===== src/rtl/multadd_pkg.sv =====
// rtl/multadd_pkg.sv - shared defaults and types for the multiply-add scheduler
package multadd_pkg;

  localparam int DEF_W          = 10;
  localparam int DEF_DP_LAT     = 2;
  localparam int DEF_FIFO_DEPTH = 4;

  typedef logic req_id_t;

  typedef struct packed {
    req_id_t            id;
    logic [DEF_W-1:0]   y;
  } resp_entry_t;

endpackage


===== src/rtl/multadd_resp_fifo.sv =====
// rtl/multadd_resp_fifo.sv - show-ahead response FIFO with occupancy count
module multadd_resp_fifo
  import multadd_pkg::*;
#(
  parameter int DEPTH  = DEF_FIFO_DEPTH,
  parameter int DATA_W = $bits(resp_entry_t),
  localparam int AW    = $clog2(DEPTH),
  localparam int CW    = AW + 1
) (
  input  logic              clk,
  input  logic              reset,
  input  logic              push,
  input  logic [DATA_W-1:0] push_data,
  input  logic              pop,
  output logic [DATA_W-1:0] pop_data,
  output logic              empty,
  output logic [CW-1:0]     count
);

  logic [DATA_W-1:0] mem [DEPTH];
  logic [AW-1:0]     wr_ptr;
  logic [AW-1:0]     rd_ptr;
  logic              do_push;
  logic              do_pop;

  assign empty    = (count == '0);
  assign do_pop   = pop && !empty;
  // A full FIFO still accepts a push when the head leaves on the same edge.
  assign do_push  = push && ((count != CW'(DEPTH)) || do_pop);
  assign pop_data = mem[rd_ptr];

  always_ff @(posedge clk) begin
    if (do_push) mem[wr_ptr] <= push_data;
  end

  always_ff @(posedge clk or posedge reset) begin
    if (reset) begin
      wr_ptr <= '0;
      rd_ptr <= '0;
      count  <= '0;
    end else begin
      if (do_push) wr_ptr <= wr_ptr + AW'(1);
      if (do_pop)  rd_ptr <= rd_ptr + AW'(1);
      count <= count + CW'(do_push) - CW'(do_pop);
    end
  end

endmodule


===== src/rtl/multadd_sched.sv =====
// rtl/multadd_sched.sv - round-robin, credit-limited sharing of one multiply-add datapath
module multadd_sched
  import multadd_pkg::*;
#(
  parameter int W          = DEF_W,
  parameter int DP_LAT     = DEF_DP_LAT,
  parameter int FIFO_DEPTH = DEF_FIFO_DEPTH
) (
  input  logic         clk,
  input  logic         reset,
  input  logic         req0_valid,
  output logic         req0_ready,
  input  logic [W-1:0] req0_x1,
  input  logic [W-1:0] req0_x2,
  input  logic [W-1:0] req0_x3,
  input  logic         req1_valid,
  output logic         req1_ready,
  input  logic [W-1:0] req1_x1,
  input  logic [W-1:0] req1_x2,
  input  logic [W-1:0] req1_x3,
  output logic [W-1:0] dp_x1,
  output logic [W-1:0] dp_x2,
  output logic [W-1:0] dp_x3,
  input  logic [W-1:0] dp_y,
  output logic         resp_valid,
  input  logic         resp_ready,
  output logic         resp_id,
  output logic [W-1:0] resp_y,
  output logic         busy
);

  localparam int CNTW = $clog2(FIFO_DEPTH) + 1;
  localparam int OCW  = $clog2(FIFO_DEPTH + DP_LAT + 1) + 1;

  req_id_t             ptr;
  logic [DP_LAT-1:0]   tag_valid;
  logic [DP_LAT-1:0]   tag_id;
  logic [OCW-1:0]      occupancy;
  logic                issue_ok;
  logic                grant0;
  logic                grant1;
  logic [CNTW-1:0]     fifo_count;
  logic                fifo_empty;
  logic [W:0]          fifo_head;

  // Every issued op holds a credit from issue until its FIFO entry is popped.
  always_comb begin
    occupancy = OCW'(fifo_count);
    for (int i = 0; i < DP_LAT; i++) occupancy = occupancy + OCW'(tag_valid[i]);
  end

  assign issue_ok = occupancy < OCW'(FIFO_DEPTH);

  // Gating with reset keeps the combinational outputs quiet while reset is held.
  always_comb begin
    grant0 = 1'b0;
    grant1 = 1'b0;
    if (!reset && issue_ok) begin
      if (req0_valid && (!req1_valid || ptr == 1'b0)) grant0 = 1'b1;
      else if (req1_valid)                           grant1 = 1'b1;
    end
  end

  assign req0_ready = grant0;
  assign req1_ready = grant1;

  always_comb begin
    dp_x1 = '0;
    dp_x2 = '0;
    dp_x3 = '0;
    if (grant0) begin
      dp_x1 = req0_x1;
      dp_x2 = req0_x2;
      dp_x3 = req0_x3;
    end else if (grant1) begin
      dp_x1 = req1_x1;
      dp_x2 = req1_x2;
      dp_x3 = req1_x3;
    end
  end

  always_ff @(posedge clk or posedge reset) begin
    if (reset) begin
      ptr       <= 1'b0;
      tag_valid <= '0;
      tag_id    <= '0;
    end else begin
      if (grant0)      ptr <= 1'b1;
      else if (grant1) ptr <= 1'b0;
      tag_valid[0] <= grant0 | grant1;
      tag_id[0]    <= grant1;
      for (int i = 1; i < DP_LAT; i++) begin
        tag_valid[i] <= tag_valid[i-1];
        tag_id[i]    <= tag_id[i-1];
      end
    end
  end

  multadd_resp_fifo #(
    .DEPTH  (FIFO_DEPTH),
    .DATA_W (W + 1)
  ) u_fifo (
    .clk       (clk),
    .reset     (reset),
    .push      (tag_valid[DP_LAT-1]),
    .push_data ({tag_id[DP_LAT-1], dp_y}),
    .pop       (resp_valid && resp_ready),
    .pop_data  (fifo_head),
    .empty     (fifo_empty),
    .count     (fifo_count)
  );

  // The head storage is never cleared, so mask it whenever nothing is queued.
  assign resp_valid = !fifo_empty;
  assign resp_id    = fifo_empty ? 1'b0 : fifo_head[W];
  assign resp_y     = fifo_empty ? '0   : fifo_head[W-1:0];
  assign busy       = (|tag_valid) || !fifo_empty;

endmodule

===== config.mk =====
export PLATFORM = sky130hd
export DESIGN_NAME = multadd_sched
export DESIGN_NICKNAME = d
export VERILOG_FILES = /design/src/rtl/multadd_pkg.sv /design/src/rtl/multadd_resp_fifo.sv /design/src/rtl/multadd_sched.sv
export SDC_FILE = /design/constraint.sdc
export NUM_CORES = 1
export LEC_CHECK = 0
export BUFFER_PORTS_ARGS = -buffer_cell sky130_fd_sc_hd__clkbuf_2
export CAP_MARGIN = 25
export CORE_MARGIN = 2
export CORE_UTILIZATION = 25
export CTS_CLUSTER_DIAMETER = 150
export CTS_CLUSTER_SIZE = 8
export DETAILED_ROUTE_END_ITERATION = 10
export HOLD_SLACK_MARGIN = 0.15
export PLACE_DENSITY_LB_ADDON = 0.2
export SETUP_SLACK_MARGIN = 0.15
export SYNTH_ARGS = -nofsm -noshare
export SYNTH_HDL_FRONTEND = slang
export SYNTH_SLANG_ARGS = --single-unit

===== constraint.sdc =====
create_clock -name clk -period 3 [get_ports clk]
set_input_delay 0.15 -clock clk [delete_from_list [all_inputs] [get_ports clk]]
set_output_delay 0.15 -clock clk [all_outputs]
set_load 0.01 [all_outputs]

==> flow_summary_export.csv <==
group,metric,value,unit
status,status,"finished, final reports clean",
floorplanning,die_area,11900,um2
global_route,grtUsageMet1,0.123,
routing,wirelength,6.12,mm
global_route,grt.busiest_layer,"met2",
global_route,antenna_found_initial,0,
cts,cts_root_buf,"clkbuf_8",
floorplanning,die_w,109,um
routing,wire_per_inst,12.8,um
routing,drcViolationCount,0,
worst_setup_path,crit_path_end_kind,"output port",
placement,gp_congestion,0.674,
cells_and_area,syn2layout_area_growth,34.4,%
cts,clk_pin_slew_worst_paths,0.09,ns
timing,max_freq,0.410,GHz
timing,period_share,0.814,
power,p_leak,1.59,nW
global_route,grt_pass1_wl,9.63,mm
cts,cts_setup_buffers,0,
synth,syn_inst,204,
synth,synth_area,2750,um2
timing,grt_setup_unrepaired,"false",
global_route,gr-usage-all-layers,0.105,
synth,synth_ff_type,"edfxtp_1",
synth,yosysUniqueCellTypes,30,
synth,seq_area_frac_synth,0.589,
timing,worst_pin_slew,0.755,ns
routing,viasPerCell,4.31,
timing,slew_headroom,0.497,
worst_setup_path,critical_path.max_fanout,13,
power,p_per_area,758,nW/um2
global_route,grt_overflow,0,
synth,synth-seq-cells,56,
worst_setup_path,crit_required,2.85,ns
cells_and_area,diodes,0,
floorplanning,io_pins,120,
global_route,grt_max_degree,23,
cts,numCtsBuffers,5,
worst_setup_path,crit_type,"register to output port",
cts,cts.sinks,56,
cells_and_area,fillers,1087,
timing,final-setup-viol-count,0,
worst_setup_path,arrival,2.29,ns
floorplanning,rows,38,
floorplanning,die_h,109,um
synth,synth_edf_count,44,
cells_and_area,fin_nets,420,
timing,fin_skew,0.00884,ns
power,p_total,2.80,mW
synth,ys_warn_count,0,
cts,cts_tree,"built",
timing,final_hold_viol_count,0,
global_route,grt_use_met2,0.188,
timing,report.final.slew_viol_count,0,
timing,setup_tns,0,ns
routing,firstDrtPassIters,4,
floorplanning,start_util,0.255,
global_route,grt_use_met3,0.0215,
routing,detail_route.iter0.violations,69,
synth,avgSynthCellArea,13.5,um2
routing,vias,2057,
cts,cts_max_path_buffers,2,
timing,period_needed,2.44,ns
min_path,worst_hold_path_type,"input port to register",
cts,htreeDepth,2,
floorplanning,core_area,10800,um2
flow_run,cap_viol_max_count,0,
worst_setup_path,critPathLaunchType,"register",
cells_and_area,layout-drive-gt1-share,0.442,
routing,postRouteAntennaNets,0,
placement,dp_hpwl,4.53,mm
cts,postCtsHoldBufs,12,
synth,async_flop_share,0.214,
global_route,grt_pass1_vias,2054,
placement,io_buffers,119,
synth,syn_nets,288,
cts,cts_resized,0,
cts,clkLatencyLatePin,0.31,ns
power,peakVddDrop,207,uV
per-stage QoR:
step	instances	utilization	hold slack [ns]	cell area [um2]	setup WS, ns
after floorplan	204	-	0.0523	2750	0.908
after global placement	457	0.324	0.166	3490	0.894
after detailed placement	457	0.324	0.176	3490	0.867
after CTS	477	0.343	0.151	3700	0.522
after global routing	477	0.343	0.173	3700	0.371
final	477	0.343	0.157	3700	0.559
cell usage in the layout, fill, tap and decap left out:
cell type	n
fa_1	1
inv_1	9
xor2_1	1
ha_1	8
clkbuf_8	5
mux4_1	1
o31ai_4	1
dlygate4sd3_1	12
o211ai_1	1
nor3_2	1
a2bb2oi_1	1
edfxtp_1	44
a21oi_2	1
buf_4	7
clkinvlp_4	1
a22oi_1	30
o21ai_1	1
nor2b_1	1
nand2_1	4
or3_1	2
o41a_1	1
and2_1	17
dfrtp_1	12
mux4_2	10
nor3_1	1
inv_2	1
clkbuf_1	1
a21boi_2	1
a31oi_1	1
xnor2_1	3
clkbuf_2	119
clkinv_2	1
nor2_1	36
and2_4	1
worst max-delay path, cell delays in order (launching register included):
cell      delay, ns
dfrtp_1        0.42
ha_1           0.31
a21oi_2        0.19
nor3_2         0.08
o31ai_4        0.51
buf_4          0.28
nor2_1         0.06
clkbuf_2       0.13
cells by family after synthesis:
logic type | share of synthesized area
adders and majority gates | 0.0437
buffers and inverters | 0.0446
and+or+nand+nor | 0.109
xor gates and xnor gates | 0.0127
muxes | 0.0914
DFF | 0.589
AOI/OAI and AO/OA | 0.110
flip-flops by register name, indices dropped and copies added (netlist names):
signal	flops
tag_id	2
ptr	1
u_fifo.wr_ptr	2
tag_valid	2
u_fifo.mem	44
u_fifo.rd_ptr	2
u_fifo.count	3
metal layers:
metal / part of all wire / up-vias
met3: 0.050 / 7
li1: - / 1017
met1: 0.40 / 975
met4: 0.013 / 0
met2: 0.54 / 58
met5: 0 / -
cells in the mapped netlist, types with 2 or more instances:
library cell,number,area share
a22oi_1,30,0.082
nand2_1,4,0.0055
ha_1,8,0.036
dfrtp_1,12,0.11
nor2_1,36,0.049
or3_1,2,0.0045
and2_1,17,0.039
xnor2_1,3,0.0096
inv_1,9,0.012
buf_2,5,0.0091
edfxtp_1,44,0.48
clkbuf_1,4,0.0055
buf_6,4,0.016
mux4_2,10,0.082
power by group:
part	internal, mW	switching, mW
Clock	0.164	0.229
Sequential	1.01	0.140
Combinational	0.616	0.646
path summary, 6_finish.rpt:
kind | start | endpoint | slack [ns] | cells after the start
setup / recovery | u_fifo.count[0] | dp_x2[1] | 0.56 | 7
hold / removal | req0_valid | tag_valid[0] | 0.16 | 3
setup reg to reg | u_fifo.count[1] | u_fifo.count[2] | 0.87 | 7
hold reg to reg | tag_id[0] | tag_id[1] | 0.37 | 0
max in group asynchronous | reset | tag_id[1] | 2.41 | 4
min in group asynchronous | reset | ptr | 0.42 | 4
final cells by class:
type	instances	area (um2)	share of cell area
Clock inverter	2	12.5	0.00338
Inverter	10	37.5	0.0101
Multi-Input combinational cell	125	1010	0.273
Timing Repair Buffer	138	768	0.208
Clock buffer	6	72.6	0.0196
Sequential cell	56	1620	0.438
Tap cell	140	175	0.0474
(Power assumes the default switching activity.)
